==> src/rtl/qos_wrr_pkg.sv <==
// qos_wrr_pkg: arbitration mode and FSM encodings shared by the QoS block
package qos_wrr_pkg;
  typedef enum logic {INIT, ACTIVE} state_t;
  typedef enum logic [1:0] {QOS_RR = 2'd0, QOS_WRR = 2'd1, QOS_TABLE = 2'd2, QOS_RR3 = 2'd3} mode_t;
endpackage

==> src/rtl/qos_wrr_fifo.sv <==
// qos_wrr_fifo: single-clock FIFO holding the words of one virtual channel
module qos_wrr_fifo #(
  parameter int DATA_BITS  = 8,
  parameter int FIFO_DEPTH = 16
) (
  input  logic                          clk,
  input  logic                          rst,
  input  logic                          enb,
  input  logic                          push,
  input  logic                          pop,
  input  logic [DATA_BITS-1:0]          din,
  output logic [DATA_BITS-1:0]          dout,
  output logic [$clog2(FIFO_DEPTH):0]   count,
  output logic                          full,
  output logic                          empty
);
  localparam int AW = $clog2(FIFO_DEPTH);
  logic [DATA_BITS-1:0] mem [FIFO_DEPTH];
  logic [AW-1:0] wp, rp;
  logic do_push, do_pop;
  assign full = count == (AW + 1)'(FIFO_DEPTH);
  assign empty = count == '0;
  assign do_push = push && !full;
  assign do_pop = pop && !empty;
  assign dout = mem[rp];
  always_ff @(posedge clk) begin
    if (enb && do_push) mem[wp] <= din;
  end
  always_ff @(posedge clk) begin
    if (rst) begin
      wp <= '0;
      rp <= '0;
      count <= '0;
    end else if (enb) begin
      if (do_push) wp <= wp + 1'b1;
      if (do_pop) rp <= rp + 1'b1;
      count <= count + (AW + 1)'(do_push) - (AW + 1)'(do_pop);
    end
  end
endmodule

==> src/rtl/qos_wrr.sv <==
// qos_wrr: per-VC FIFOs with hysteresis flow control feeding one output
// through a round-robin / weighted / table-driven arbiter.
module qos_wrr
  import qos_wrr_pkg::*;
#(
  parameter int QUEUE_QUANTITY = 4,
  parameter int DATA_BITS      = 8,
  parameter int FIFO_DEPTH     = 16,
  parameter int MAX_WEIGHT     = 64,
  parameter int TABLE_SIZE     = 8
) (
  input  logic                                               clk,
  input  logic                                               rst,
  input  logic                                               enb,
  input  logic                                               iniciar,
  input  logic [$clog2(QUEUE_QUANTITY)-1:0]                  vc_id,
  input  logic [DATA_BITS-1:0]                               data_word,
  input  logic                                               wr_en,
  input  logic                                               rd_en,
  input  logic [$clog2(FIFO_DEPTH):0]                        umbral_max,
  input  logic [$clog2(FIFO_DEPTH):0]                        umbral_min,
  input  logic [1:0]                                         mem_seleccion_roundRobin,
  input  logic [QUEUE_QUANTITY*$clog2(MAX_WEIGHT)-1:0]       mem_pesos,
  input  logic [TABLE_SIZE*$clog2(MAX_WEIGHT)-1:0]           mem_pesosArbitraje,
  input  logic [TABLE_SIZE*$clog2(QUEUE_QUANTITY)-1:0]       mem_selecciones,
  output logic [QUEUE_QUANTITY-1:0]                          error_full,
  output logic [QUEUE_QUANTITY-1:0]                          pausa,
  output logic [QUEUE_QUANTITY-1:0]                          continuar,
  output logic                                               idle,
  output logic [DATA_BITS-1:0]                               dataOut,
  output logic                                               valid_out
);
  localparam int Q  = QUEUE_QUANTITY;
  localparam int QW = $clog2(Q);
  localparam int WW = $clog2(MAX_WEIGHT);
  localparam int CW = $clog2(FIFO_DEPTH) + 1;
  localparam int T  = TABLE_SIZE;
  localparam int TW = $clog2(T);
  state_t state;
  mode_t mode;
  logic [Q-1:0][WW-1:0] wgt;
  logic [T-1:0][WW-1:0] tcnt;
  logic [T-1:0][QW-1:0] tsel;
  logic [CW-1:0] umax, umin, umin_eff;
  logic [QW-1:0] ptr, ptr_inc, gnt;
  logic [TW-1:0] tidx, tnx;
  logic [TW:0] tpick;
  logic [WW-1:0] used, wq, tq;
  logic wstay, tstay, tok, act, wr, rd;
  logic [Q-1:0] empty, full, push, pop, werr;
  logic [Q-1:0][CW-1:0] count, cnt_nx;
  logic [Q-1:0][DATA_BITS-1:0] dout;
  for (genvar i = 0; i < Q; i++) begin : g_q
    qos_wrr_fifo #(.DATA_BITS(DATA_BITS), .FIFO_DEPTH(FIFO_DEPTH)) u_fifo (
      .clk(clk), .rst(rst), .enb(enb), .push(push[i]), .pop(pop[i]), .din(data_word),
      .dout(dout[i]), .count(count[i]), .full(full[i]), .empty(empty[i])
    );
    assign cnt_nx[i] = count[i] + CW'(push[i]) - CW'(pop[i]);
  end
  // first non-empty queue scanning upward from s, wrapping
  function automatic logic [QW-1:0] next_ne(input logic [Q-1:0] ne, input logic [QW-1:0] s);
    logic [QW-1:0] e;
    next_ne = s;
    for (int j = Q - 1; j >= 0; j--) begin
      e = QW'((int'(s) + j) % Q);
      if (ne[e]) next_ne = e;
    end
  endfunction
  // first table entry after k (k itself last) whose queue has data; MSB = found
  function automatic logic [TW:0] next_ent(input logic [Q-1:0] ne, input logic [T-1:0][QW-1:0] sel,
                                           input logic [TW-1:0] k);
    logic [TW-1:0] e;
    next_ent = '0;
    for (int j = T; j >= 1; j--) begin
      e = TW'((int'(k) + j) % T);
      if (ne[sel[e]]) next_ent = {1'b1, e};
    end
  endfunction
  assign act = state == ACTIVE;
  assign idle = &empty;
  assign umin_eff = umin >= umax ? umax - 1'b1 : umin;
  assign ptr_inc = ptr == QW'(Q - 1) ? '0 : ptr + 1'b1;
  assign wq = wgt[ptr] == '0 ? WW'(1) : wgt[ptr];
  assign tq = tcnt[tidx] == '0 ? WW'(1) : tcnt[tidx];
  assign wstay = !empty[ptr] && used < wq;
  assign tstay = !empty[tsel[tidx]] && used < tq;
  assign tpick = next_ent(~empty, tsel, tidx);
  assign tnx = tstay ? tidx : tpick[TW-1:0];
  assign tok = tstay || tpick[TW];
  assign gnt = mode == QOS_WRR ? (wstay ? ptr : next_ne(~empty, ptr_inc)) :
               mode == QOS_TABLE ? tsel[tnx] : next_ne(~empty, ptr);
  assign wr = enb && act && wr_en;
  // a table that maps to no non-empty queue cannot serve anything this cycle
  assign rd = enb && act && rd_en && !idle && (mode != QOS_TABLE || tok);
  assign push = (wr && !full[vc_id]) ? Q'(1) << vc_id : '0;
  assign werr = (wr && full[vc_id]) ? Q'(1) << vc_id : '0;
  assign pop = rd ? Q'(1) << gnt : '0;
  always_ff @(posedge clk) begin
    if (rst) begin
      state <= INIT;
      mode <= QOS_RR;
      wgt <= '0;
      tcnt <= '0;
      tsel <= '0;
      umax <= '0;
      umin <= '0;
      ptr <= '0;
      tidx <= '0;
      used <= '0;
      error_full <= '0;
      pausa <= '0;
      continuar <= '0;
      dataOut <= '0;
      valid_out <= 1'b0;
    end else if (enb) begin
      valid_out <= rd;
      if (rd) dataOut <= dout[gnt];
      error_full <= error_full | werr;
      for (int i = 0; i < Q; i++) begin
        continuar[i] <= act && pausa[i] && cnt_nx[i] <= umin_eff;
        if (act && (pausa[i] ? cnt_nx[i] <= umin_eff : cnt_nx[i] >= umax)) pausa[i] <= !pausa[i];
      end
      if (iniciar) begin
        state <= ACTIVE;
        mode <= mode_t'(mem_seleccion_roundRobin);
        wgt <= mem_pesos;
        tcnt <= mem_pesosArbitraje;
        tsel <= mem_selecciones;
        umax <= umbral_max;
        umin <= umbral_min;
        ptr <= '0;
        tidx <= '0;
        used <= '0;
      end else if (rd) begin
        ptr <= mode == QOS_WRR ? gnt : (gnt == QW'(Q - 1) ? QW'(0) : gnt + 1'b1);
        used <= (mode == QOS_WRR ? wstay : tstay) ? used + 1'b1 : WW'(1);
        tidx <= tnx;
      end
    end
  end
endmodule

==> config.mk <==
export PLATFORM = sky130hd
export DESIGN_NAME = qos_wrr
export DESIGN_NICKNAME = d
export VERILOG_FILES = /design/src/rtl/qos_wrr_pkg.sv /design/src/rtl/qos_wrr_fifo.sv /design/src/rtl/qos_wrr.sv
export SDC_FILE = /design/constraint.sdc
export NUM_CORES = 1
export LEC_CHECK = 0
export CAP_MARGIN = 20
export CORE_MARGIN = 2
export CORE_UTILIZATION = 35
export CTS_CLUSTER_DIAMETER = 150
export DETAILED_ROUTE_END_ITERATION = 10
export PLACE_DENSITY_LB_ADDON = 0.15
export SYNTH_ARGS = -nofsm -noshare
export SYNTH_HDL_FRONTEND = slang
export SYNTH_SLANG_ARGS = --single-unit
==> constraint.sdc <==
create_clock -name clk -period 13.65 [get_ports clk]
set_clock_uncertainty 0.05 [all_clocks]
set_input_delay 1.365 -clock clk [delete_from_list [all_inputs] [get_ports clk]]
set_output_delay 1.365 -clock clk [all_outputs]
set_load 0.05 [all_outputs]
After elaboration in Yosys (flattened, before gate mapping)
Memory sizes are Yosys's and may differ from the RTL's. A register that Yosys moved wholly into a read port is not among the register bits.
Cells that the tools add are included.
- word-level logic and storage cells: 341
- memories kept: 4
- bits in registers: 185
- bits in writable memories: 512
- input bits: 116
- output and inout bits: 22
- order comparisons: 40
- $add $sub $neg: 42
- multiplexer cells: 121
- reductions and logical operators: 74
- bitwise logic cells: 2
- shifts and indexed selects: 2
- eq/ne operators: 9
- memories (name ; words ; bits a word ; rd ports ; clocked after memory_dff ; write ports ; RTL line ; RTL):
    g_q[0].u_fifo.mem ; 16 ; 8 ; 1 ; 1 ; 1 ; qos_wrr_fifo.sv:18 ; logic [DATA_BITS-1:0] mem [FIFO_DEPTH];
    g_q[1].u_fifo.mem ; 16 ; 8 ; 1 ; 1 ; 1 ; qos_wrr_fifo.sv:18 ;
    g_q[2].u_fifo.mem ; 16 ; 8 ; 1 ; 1 ; 1 ; qos_wrr_fifo.sv:18 ;
    g_q[3].u_fifo.mem ; 16 ; 8 ; 1 ; 1 ; 1 ; qos_wrr_fifo.sv:18 ;
- operator list (kind ; count):
    two-way mux 4 bit ; 19
    binary-select mux 2 bit (select 3 bit) ; 10
    less-than comparator 2 x 3 -> 1 bit (second input constant) ; 19
    two-way mux 2 bit ; 26
    two-way mux 6 bit ; 7
    adder 5 x 1 -> 5 bit ; 8
    less-than comparator 3 x 4 -> 1 bit (second input constant) ; 10
    subtractor 5 x 1 -> 5 bit ; 8
    binary-select mux 1 bit (select 2 bit) ; 19
    logical AND 1 bit ; 33
    adder 4 x 1 -> 4 bit (second input constant) ; 8
    two-way mux 1 bit ; 32
    AND reduction 2 bit ; 15
    greater-or-equal comparator 5 bit ; 5
    == test 5 bit (second input constant) ; 4
    less-or-equal comparator 5 bit ; 4
    zero test 5 bit ; 4
    binary-select mux 6 bit (select 3 bit) ; 1
    binary-select mux 8 bit (select 2 bit) ; 1
    zero test 1 bit ; 16
    adder 3 bit (second input constant) ; 4
    binary-select mux 6 bit (select 2 bit) ; 1
    zero test 6 bit ; 2
    less-than comparator 6 bit ; 2
    other kinds (18) ; 32

Depth between registers and ports, before layout
Gate-level depths: netlist (run 1).
- word-level depth: 25
- depth in mapped cells: 37
- gate-level depth less buffers: 32

Modules after synthesis
A second synthesis (run 1) with hierarchy kept.
- cells, all modules: 2506
- area, all modules: 34013.9 um^2
- modules (own cells, without submodules) (module ; area an instance (um^2) ; cells an instance ; sequential area each (um^2) ; instances):
    qos_wrr_fifo at g_q[0].u_fifo ... ; 5856.9 ; 308 ; 4184.0 ; 3
    qos_wrr ; 10608.9 ; 1274 ; 2662.6 ; 1
    qos_wrr_fifo at g_q[3].u_fifo ; 5834.3 ; 308 ; 4184.0 ; 1

Least setup slack after synthesis (run 1)
No wires, ideal clock.
- path kind: register -> register
- start point: reg tidx[0]
- end point: reg pausa[2]
- setup slack: 6768 ps
- path buffers: 5
- cell stages (with the launch flop): 36
- required time: 13472 ps
- arrival time: 6704 ps
- clock period less this slack: 6882 ps
- library setup time: 128 ps
- cells stage by stage: dfxtp_1 -> buf_6 -> inv_2 -> clkbuf_1 -> ha_1 -> buf_2 -> buf_6 -> inv_2 -> mux4_2 -> mux2i_2 -> mux2i_4 -> o211ai_1 -> a41o_1 -> o211a_1 -> or2_1 -> mux2i_1 -> o22ai_4 -> o21bai_2 -> buf_6 -> inv_1 -> ha_1 -> and2_1 -> ha_1 -> inv_1 -> ha_1 -> fa_1 -> ha_1 -> nor2b_1 -> o21a_1 -> o21a_1 -> o21ai_0 -> nand2b_1 -> a21oi_1 -> nor2b_1 -> nor2_1 -> nor2_1
- longest elaborated chain between the ends: 25
- elaborated cells between the ends (all ways): 75
- classes of those cells: 9 x add/sub; 3 x order compare; 1 x shift; 54 x mux; 8 x reduce/logical
- ends and longest elaborated chain (element ; RTL line ; RTL):
    start, declared ; qos_wrr.sv:46 ; logic [TW-1:0] tidx, tnx;
    start signal, assigned ; qos_wrr.sv:137 ; tidx <= tnx;
    adder 3 x 1 -> 3 bit ; qos_wrr.sv:75 ; e = TW'((int'(k) + j) % T);
    binary-select mux 2 bit (select 3 bit) ; qos_wrr.sv:76 ; if (ne[sel[e]]) next_ent = {1'b1, e};
    two-way mux 2 bit (not written as such) ; qos_wrr.sv:76 ;
    binary-select mux 1 bit (select 2 bit) ; qos_wrr.sv:76 ;
    two-way mux 1 bit (not written as such) ; qos_wrr.sv:76 ;
    two-way mux 4 bit (8 in series) ; qos_wrr.sv:76 ;
    two-way mux 3 bit ; qos_wrr.sv:88 ; assign tnx = tstay ? tidx : tpick[TW-1:0];
    binary-select mux 2 bit (select 3 bit) ; qos_wrr.sv:91 ; mode == QOS_TABLE ? tsel[tnx] : next_ne(~empty, ptr);
    [... 2 more ...] ; n/a ;
    two-way mux 2 bit ; qos_wrr.sv:90 ; assign gnt = mode == QOS_WRR ? (wstay ? ptr : next_ne(~empty, ptr_inc)) :
    left shift 1 x 2 -> 4 bit ; qos_wrr.sv:97 ; assign pop = rd ? Q'(1) << gnt : '0;
    two-way mux 4 bit (*) ; qos_wrr.sv:97 ;
    subtractor 5 x 1 -> 5 bit (*) ; qos_wrr.sv:58 ; assign cnt_nx[i] = count[i] + CW'(push[i]) - CW'(pop[i]);
    greater-or-equal comparator 5 bit / less-or-equal comparator 5 bit (equally long branches) ; qos_wrr.sv:121 ; if (act && (pausa[i] ? cnt_nx[i] <= umin_eff : cnt_nx[i] >= umax)) pausa[i] <= !pausa[i];
    two-way mux 1 bit (*) ; qos_wrr.sv:121 ;
    logical AND 1 bit (*) ; qos_wrr.sv:121 ;
    AND reduction 2 bit (no source line) (*) ; n/a ;
    end signal, assigned by index ; qos_wrr.sv:121 ;
    end, declared ; qos_wrr.sv:27 ; output logic [QUEUE_QUANTITY-1:0] pausa,
Every way passes the cells marked *; elsewhere a longest branch is shown, timed or not. The select of a mux whose other input is x is not followed.
A chain may end at the register's enable or synchronous reset.

Worst setup path in the final report (run 1)
- start point: reg tidx[1]
- end point: reg pausa[2]
Same word-level chain as after synthesis.

==> results of run 1 <==
==> cells by family (layout without fill, tap and decap cells) <==
kind of cell    after synthesis  count (layout)
other cells                   0               1
fa+ha+maj                   128             128
simple gates                634             634
mux                         284             284
flops                       713             713
xor+xnor                     63              63
buf+inv                     222             411
compound gates              325             325
==> synth_stat cells (all sizes together) (7+ instances only) <==
cell,instances,area [sq um]
nand2b,28,182.7
inv,81,304.0
dfxtp,201,4024
o21ai,44,231.5
nand2,274,1028
xor2,34,305.3
fa,8,160.2
o31a,9,78.83
ha,120,1501
clkbuf,99,371.6
nor2,181,684.4
a31oi,9,56.30
and2,11,68.82
mux2,14,161.4
nor4b,7,92.59
a21oi,169,849.6
o21a,10,75.07
nor2b,19,118.9
a21o,12,90.09
nand4,15,93.84
nor3,36,180.2
nand3,18,90.09
a221o,8,80.08
a211oi,13,97.59
mux2i,68,729.5
and3,19,118.9
buf,41,224.0
edfxtp,512,15370
mux4,202,4549
a22oi,9,67.56
xnor2,29,254.0
==> metal layers <==
metal / track usage / part of all wire / up-vias
met1: 0.2351 / 0.45 / 10070
met4: 0.04865 / 0.024 / 2
met2: 0.2815 / 0.47 / 498
li1: - / - / 9163
met3: 0.03365 / 0.054 / 141
met5: 0 / 0.00016 / -
==> critical path, delay by kind of cell, from the launching register on <==
| kind | cells | cell delay, ps |
|---|---|---|
| AOI/OAI and AO/OA | 7 | 1670 |
| adders and majority gates | 6 | 1760 |
| buffers and inverters | 4 | 820 |
| and+or+nand+nor | 9 | 1140 |
| muxes | 4 | 1470 |
| DFF | 1 | 300 |
| xor gates and xnor gates | 1 | 820 |
==> worst max path at each step <==
stage                 start       end  slack [ps]  depth (start not counted)
CTS                 tidx[1]  pausa[2]        5420                         31
floorplan           tidx[0]  pausa[2]        6770                         35
finish              tidx[1]  pausa[2]        5440                         31
global placement    tidx[1]  pausa[2]        5660                         31
detailed placement  tidx[1]  pausa[2]        5430                         31
global route        tidx[1]  pausa[3]        4740                         31
==> layout by cell type, fill, tap and decap left out, types with 10 or more instances in the layout <==
master and count:
buf_4 42, clkinv_2 18, mux2i_1 62, dfxtp_1 192, nand4_1 15, clkdlybuf4s50_1 128, clkbuf_1 17, clkinv_1 11
mux4_2 202, a21oi_1 168, clkbuf_16 81, edfxtp_1 512, xnor2_1 29, a211oi_1 13, nor2_1 179, and3_1 19
ha_1 120, xor2_1 33, nand3_1 18, nor2b_1 19, o21ai_0 41, o21a_1 10, a21o_1 12, inv_1 79
nor3_1 35, nand2b_1 27, nand2_1 273
==> sequential cells by signal, summed over array words and instances (netlist names), 3 cells and up, named ones only <==
name	cells
umin	5
used	6
g_q.u_fifo.rp	16
pausa	4
g_q.u_fifo.wp	16
tidx	3
continuar	4
wgt	24
tcnt	48
dataOut	8
tsel	16
error_full	4
g_q.u_fifo.mem	512
umax	5
g_q.u_fifo.count	20
==> stage by stage <==
step | area [sq um] | cells
6_report | 38090 | 3813
4_1_cts | 38030 | 3810
5_1_grt | 38090 | 3812
2_1_floorplan | 32830 | 2369
3_5_place_dp | 35490 | 3662
3_3_place_gp | 35490 | 3662
==> area by class of cell <==
class / instances / share of cell area
flip-flops and latches: 713 / 0.5096
multi-input cells: 1434 / 0.3295
clock buffers: 105 / 0.05742
repair buffers: 181 / 0.04470
well taps: 1254 / 0.04119
clock inverters: 43 / 0.009460
inverters: 82 / 0.008080
diodes: 1 / 0.00006569
==> power by group through the flow <==
stage / registers, uW / logic, uW / clock network (uW)
2_1_floorplan: 2420 / 579 / 0
3_3_place_gp: 2430 / 807 / 0
3_5_place_dp: 2430 / 823 / 0
4_1_cts: 2380 / 827 / 2140
5_1_grt: 2380 / 910 / 2220
6_report: 2380 / 826 / 2080
==> summary.txt, run 1 <==
Floorplan
  • Die Area: 0.09627 sq mm
  • FP Rows: 112
  • Core ar.: 0.09319 sq mm
  • Starting Density: 0.3523
  • Chip height: 310.3 um
  • Io pins: 138
  • Die width: 310.3 um

Synthesis
  • Mapped Nets: 2,613
  • Netlist cell types: 80
  • Post-Syn Instances: 2,369
  • Post-synth EDFFs: 512
  • Synthesized area per cell: 13.86 sq um
  • Most used DFF post-synth: edfxtp_1
  • Register area share after synthesis: 0.5908
  • Post-synthesis xor/xnor area fraction: 0.01703
  • FF+latch count, synth: 713
  • Synth Cell Area: 0.03283 sq mm
  • Yosys Warn Count: 0
  • Post-synthesis mux area share: 0.1657
  • FFs w/ async S/R, synth: 0
  • Synth Area in Adders: 0.05061
  • Compound-cell area share of the yosys netlist: 0.06086
  • Largest family of logic cells by synthesized area: multiplexers
  • Simple-gate share of the synthesized area: 0.08746

Timing
  • Slew headroom: 0.2994
  • Worst hold slack: 402.5 ps
  • Setup ws final: 5439 ps
  • Final hold vios: 0
  • Final setup vio count: 0
  • Slew @ Worst Pin: 1043 ps
  • Period utilization: 0.6016
  • TNS Setup: 0 ps
  • Fmax: 0.1218 GHz
  • Slew Limit Fails: 0
  • Final min period: 8211 ps
  • Unrepaired setup endpoints after global routing: no

Critical path
  • Reg2Reg Setup Slack: 5440 ps
  • CP max-delay cell: xnor2_1
  • R2R Path Start: tidx[1]
  • Worst path required time: 14,110 ps
  • Crit path DAT: 8670 ps
  • Capturing point of the worst reg2reg path: pausa[2]
  • CP max stage delay: 820 ps
  • Crit path kind: reg -> reg
  • Cell repeated most along the worst path: ha_1
  • Worst Setup End Kind: register
  • CP Max Fanout: 35
  • Worst r2r path cells: 31
  • Startpoint types: register

Final layout
  • Fraction of layout cells with a size suffix above 1: 0.1650
  • Final core utilization: 0.4088
  • Reg area: 0.01941 sq mm
  • Area Growth Syn to Fin: 16.02%
  • Filler cells: 8,578
  • Final nets: 2,736
  • Multi-input gate area: 0.01255 sq mm

Job
  • Max-cap viol count: 0

Placed design
  • DP HPWL: 53,490 um
  • # port buffers: 137
  • Pre-CTS WS: 5428 ps
  • GPL Wtd Cong: 0.8584

Detailed routing
  • Vias: 19,870
  • Final wirelength: 83,280 um
  • DR DRC count: 0
  • Final ANT Viol Nets: 0
  • Drt pass-1 iters: 5
  • Initial DRC Count: 1,539
  • Vias/cell: 5.211
  • Routed length per instance: 21.84 um

Run status
  • Status: complete, no violations

Clocking
  • Skew-Pair Late Insertion Delay: 650 ps
  • CTS H-Tree Depth: 3
  • # hold bufs at CTS: 0
  • Root Driver: clkbuf_16
  • Clk slew on worst S/H paths: 60 ps
  • CTS tree: built
  • Number of CTS-inserted buffers: 80
  • Clock buffer depth: 3
  • Post-CTS sizing: 0
  • CTS Sinks: 713
  • Setup Fix Bufs, Post-CTS: 0

Hold path
  • Hold endpoint: tcnt[16]
  • Min-Delay Path Class: reg -> reg
  • Hold Path Origin: tcnt[16]
  • Hold Path Depth: 2

GRT
  • Largest net degree at the start of global routing: 103
  • Initial antenna violation count: 5
  • Gr ovfl total: 0
  • Number of global-route vias before repair: 20,010
  • GRT Total Usage: 0.1727
  • First-pass GRT wire length: 124,400 um

Power and ir drop
  • Peak VDD IR: 0.1088 mV
  • Power, Total: 5292 uW
  • Leakage: 0.01259 uW
  • Comb power frac: 0.156
  • Switching pwr: 1430 uW
  • Clock power frac: 0.394
  • Sw frac: 0.2702
  • Cell-internal power: 3862 uW
  • Power Density: 138.9 mW/mm^2
  • Part of the power in registers: 0.450
Note: power is estimated with default switching activity, not from simulation.
==> inputs of run 2 (changes only) <==
==> constraint.sdc (replaced) <==
create_clock -name clk -period 7.8 [get_ports clk]
set_clock_uncertainty 0.05 [all_clocks]
set_input_delay 0.78 -clock clk [delete_from_list [all_inputs] [get_ports clk]]
set_output_delay 0.78 -clock clk [all_outputs]
set_load 0.05 [all_outputs]
==> run 2 against run 1 <==
  * Final area is 0.97% higher
  * Non-clock buffer count grew 10
  * Maximum frequency is 13% higher
  * First-iteration DRC count down 9.8%
  * Combinational power increased by 78%
  * Critical path type unchanged
  * Largest power group unchanged
  * Highest routed layer is now met4
==> summary.txt, run 2 (synthesis gave the netlist of run 1 again) <==
Clocking
  • CTS tree: built
  • CTS H-Tree Depth: 3
  • Clock buffer depth: 3
  • Clk slew on worst S/H paths: 60 ps
  • Number of CTS-inserted buffers: 80
  • Post-CTS sizing: 0
  • Skew-Pair Late Insertion Delay: 650 ps
  • Setup Fix Bufs, Post-CTS: 0
  • CTS Sinks: 713
  • # hold bufs at CTS: 0
  • Root Driver: clkbuf_16

Power and ir drop
  • Power Density: 250.7 mW/mm^2
  • Power, Total: 9641 uW
  • Leakage: 0.01278 uW
  • Peak VDD IR: 0.1617 mV

Floorplan
  • Chip height: 310.3 um
  • Starting Density: 0.3523
  • Core ar.: 0.09319 sq mm
  • Die Area: 0.09627 sq mm
  • Io pins: 138
  • Die width: 310.3 um
  • FP Rows: 112

Timing
  • Slew @ Worst Pin: 962.4 ps
  • Period utilization: 0.9279
  • Slew Limit Fails: 0
  • Final min period: 7238 ps
  • Worst hold slack: 403.1 ps
  • Fmax: 0.1382 GHz
  • Final hold vios: 0
  • TNS Setup: 0 ps
  • Final setup vio count: 0
  • Slew headroom: 0.3584
  • Unrepaired setup endpoints after global routing: no

Run status
  • Status: complete, no violations

Detailed routing
  • Top sig layer: met4
  • Vias: 19,870
  • Vias/cell: 5.199
  • Drt pass-1 iters: 5
  • Final wirelength: 83,710 um
  • Initial DRC Count: 1,388
  • Met2 WL post-DR: 40,570 um
  • Routed length per instance: 21.90 um
  • WL met3: 3869 um
  • DR DRC count: 0
  • WL met1: 37,500 um
  • Final ANT Viol Nets: 0

Critical path
  • CP max-delay cell: ha_2
  • Crit path kind: reg -> reg
  • CP bufs+invs: 4
  • Worst path required time: 8220 ps
  • CP Max Fanout: 17
  • Reg2Reg Setup Slack: 560 ps
  • Delay-heaviest family, CP: adder cells
  • Worst Setup End Kind: register
  • CP max stage delay: 590 ps
  • Startpoint types: register
  • Crit path DAT: 7660 ps

Final layout
  • Fraction of layout cells with a size suffix above 1: 0.1717
  • Post-Layout Cell Count: 3,822
  • Filler cells: 8,524
  • Area Growth Syn to Fin: 17.14%
  • Number of flip-flops in the largest register: 512
  • Top reg by flops: g_q.u_fifo.mem
  • Reg area: 0.01941 sq mm
  • Multi-input gate area: 0.01255 sq mm
  • Final instance area: 0.03846 sq mm
  • ANT cells: 0
  • Most frequent cells in the layout: edfxtp_1 (512), nand2_1 (273), mux4_2 (202)
  • Leading registers by flop count: g_q.u_fifo.mem (512), tcnt (48), wgt (24)
  • Most common cell after layout, fill and taps aside: edfxtp_1
  • Final nets: 2,746

Placed design
  • GPL Wtd Cong: 0.8816
  • DP HPWL: 53,960 um
  • # port buffers: 137
  • Placed instance count: 3,672
  • Cell Area, Placed: 0.03556 sq mm

Job
  • Max-cap viol count: 0

GRT
  • First-pass GRT wire length: 125,900 um
  • Gr ovfl total: 0
  • GRT Total Usage: 0.1744
  • Number of global-route vias before repair: 20,240
  • Initial antenna violation count: 3
  • Largest net degree at the start of global routing: 103

Hold path
  • Min-Delay Path Class: reg -> reg
[run 2: cell types whose count changed in the layout (fill, tap and decap cells not counted), moves of 2 or more]
cell	change
clkbuf_1	-6
clkinv_2	-5
clkinv_1	-2
buf_4	+9
clkbuf_8	+3
bufinv_16	+8
clkbuf_16	+3
[run 2: report_power, final]
part | internal [uW] | switching (uW) | total, uW
logic | 604 | 866 | 1470
clock network | 2410 | 1590 | 4000
registers | 4100 | 67.3 | 4170
total | 7120 | 2520 | 9640
[run 2: layout make-up]
cell class	instances	share of cell area
Clock inverter	43	0.01464
Sequential cell	713	0.5047
Tap cell	1254	0.04080
Multi-Input combinational cell	1434	0.3264
Inverter	82	0.008003
Clock buffer	105	0.05931
Timing Repair Buffer	191	0.04613
[run 2: path summary, 6_finish.rpt]
kind | start | end | depth (start not counted)
min reg2reg | tcnt[10] | tcnt[10] | 2
min | tcnt[10] | tcnt[10] | 2
max reg2reg | tidx[1] | pausa[3] | 31
max | tidx[1] | pausa[3] | 31
[run 2: worst register-to-register path, delay by kind of cell, from the launching register on]
kind,cells,cell delay [ps]
adders and majority gates,6,2010
muxes,5,1710
AOI/OAI and AO/OA,7,1340
and+or+nand+nor,9,1170
buffers and inverters,4,460
DFF,1,330
[run 2: per-stage QoR]
stage                 util  setup WS [ps]
floorplan                -          918.2
global route        0.4127          2.414
detailed placement  0.3816          455.3
finish              0.4127          562.3
global placement    0.3816          621.6
CTS                 0.4121          415.4
[run 2: layer usage]
layer  up-vias  global-route usage
met5         -                   0
met4         0             0.04573
met3       120             0.02561
met2       511              0.2905
met1     10060              0.2388
li1       9182                   -
==> inputs of run 3 (changes only) <==
--- a/config.mk
+++ b/config.mk
@@ -6,7 +6,7 @@
 export NUM_CORES = 1
 export LEC_CHECK = 0
 export CAP_MARGIN = 20
-export CORE_MARGIN = 2
+export CORE_MARGIN = 1.5
 export CORE_UTILIZATION = 35
 export CTS_CLUSTER_DIAMETER = 150
 export DETAILED_ROUTE_END_ITERATION = 10
==> run 3 against run 2 <==
  * Setup slack worse by 44 ps
  * Largest cell class unchanged
  * Maximum frequency shrank 0.61%
  * Sequential share of layout area up 0.23 points
  * Critical path type unchanged
  * Flip-flop and latch count is the same
  * Largest power group unchanged
  * First-iteration DRC count rose by 8.6%
==> summary.txt, run 3 (synthesis gave the netlist of run 1 again) <==
Placed design
  • GPL Wtd Cong: 0.8717
  • DP HPWL: 53,700 um
  • Placed instance count: 3,675
  • Pre-CTS WS: 498.3 ps
  • # port buffers: 137

Final layout
  • Post-Layout Cell Count: 3,823
  • Fraction of layout cells with a size suffix above 1: 0.1694
  • Leading registers by flop count: g_q.u_fifo.mem (512), tcnt (48), wgt (24)
  • Most frequent cells in the layout: edfxtp_1 (512), nand2_1 (273), mux4_2 (202)
  • Most common cell after layout, fill and taps aside: edfxtp_1
  • Final core utilization: 0.4108
  • Final nets: 2,748
  • Number of flip-flops in the largest register: 512
  • Filler cells: 8,586
  • Area Growth Syn to Fin: 16.60%
  • Top reg by flops: g_q.u_fifo.mem

Power and ir drop
  • Clock power frac: 0.404
  • Power, Total: 9452 uW
  • Leakage: 0.01270 uW
  • Part of the power in registers: 0.441
  • Peak VDD IR: 0.1902 mV
  • Cell-internal power: 6965 uW
  • Sw frac: 0.2632
  • Switching pwr: 2488 uW
  • Comb power frac: 0.155
  • Power Density: 246.9 mW/mm^2

Floorplan
  • Die Area: 0.09565 sq mm
  • Die width: 309.3 um
  • Core ar.: 0.09319 sq mm
  • Io pins: 138
  • FP Rows: 112
  • Chip height: 309.3 um
  • Starting Density: 0.3523

Clocking
  • Root Driver: clkbuf_16
  • Post-CTS sizing: 0
  • # hold bufs at CTS: 0
  • CTS Sinks: 713
  • Clock buffer depth: 3
  • Number of CTS-inserted buffers: 80
  • Skew-Pair Late Insertion Delay: 640 ps
  • Setup Fix Bufs, Post-CTS: 0
  • CTS H-Tree Depth: 3
  • Clk slew on worst S/H paths: 70 ps
  • CTS tree: built

Critical path
  • CP max-delay cell: fa_1
  • Cell repeated most along the worst path: ha_1
  • CP max stage delay: 470 ps
  • Worst path required time: 8220 ps
  • Worst Setup End Kind: register
  • Startpoint types: register
  • Crit path kind: reg -> reg
  • Crit path DAT: 7710 ps
  • CP Max Fanout: 34

GRT
  • Met3 GRT Util: 0.02446
  • Met1 Use GR: 0.2391
  • Gr ovfl total: 0
  • Number of global-route vias before repair: 20,210
  • Global-route track usage on met2: 0.2876
  • Most Crowded Layer GR: met2
  • Largest net degree at the start of global routing: 102
  • First-pass GRT wire length: 125,500 um
  • GRT Total Usage: 0.1738
  • Initial antenna violation count: 3

Detailed routing
  • Vias/cell: 5.224
  • Vias: 19,970
  • Initial DRC Count: 1,508
  • Drt pass-1 iters: 5
  • Final ANT Viol Nets: 0
  • Final wirelength: 83,180 um
  • DR DRC count: 0
  • Routed length per instance: 21.76 um

Timing
  • Period utilization: 0.9336
  • Final hold vios: 0
  • Setup ws final: 518.0 ps
  • TNS Setup: 0 ps
  • Unrepaired setup endpoints after global routing: no
  • Final setup vio count: 0
  • Final min period: 7282 ps
  • Fmax: 0.1373 GHz
  • Slew Limit Fails: 0
  • Slew headroom: 0.3163
  • Slew @ Worst Pin: 1026 ps

Run status
  • Status: complete, no violations

Job
  • Max-cap viol count: 0

Hold path
  • Min-Delay Path Class: reg -> reg
[run 3: worst paths after layout]
check	to	cells after the start	slack [ps]	from
max	pausa[1]	30	520	tidx[1]
min	tcnt[22]	2	400	tcnt[22]
max reg2reg	pausa[1]	30	520	tidx[1]
min reg2reg	tcnt[22]	2	400	tcnt[22]
[run 3: critical path, delay by kind of cell (launching register included)]
family	cells	cell delay (ps)
adders and majority gates	6	1850
DFF	1	330
xor gates and xnor gates	1	300
and+or+nand+nor	7	780
muxes	4	1330
buffers and inverters	3	690
AOI/OAI and AO/OA	9	1760
[run 3: cell type report]
type	count	area (sq um)	share of cell area
Antenna cell	1	2.502	0.00006537
Timing Repair Buffer	193	1773	0.04631
Sequential cell	713	19410	0.5070
Inverter	82	307.8	0.008040
Clock inverter	48	533.0	0.01392
Clock buffer	98	2135	0.05576
Tap cell	1254	1569	0.04098
Multi-Input combinational cell	1434	12550	0.3279
[run 3: power groups by stage]
stage	clock [uW]	sequential, uW	combinational, uW
5_1_grt	4060	4170	1630
4_1_cts	3920	4170	1470
3_3_place_gp	0	4250	1440
6_report	3820	4170	1470
2_1_floorplan	0	4230	1010
3_5_place_dp	0	4250	1460
[run 3: per-layer routing]
| metal | part of all wire | wire, um |
|---|---|---|
| met3 | 0.044 | 3627 |
| met4 | 0.023 | 1885 |
| met1 | 0.45 | 37650 |
| met2 | 0.48 | 40010 |
| met5 | 0 | 0 |
[run 3: stage by stage]
step / hold WS (ps) / area (sq um)
after CTS: 404.7 / 38250
after detailed placement: 396.2 / 35580
after global placement: 392.6 / 35580
final: 403.4 / 38280
after global routing: 419.4 / 38280
after floorplan: 383.1 / 32830
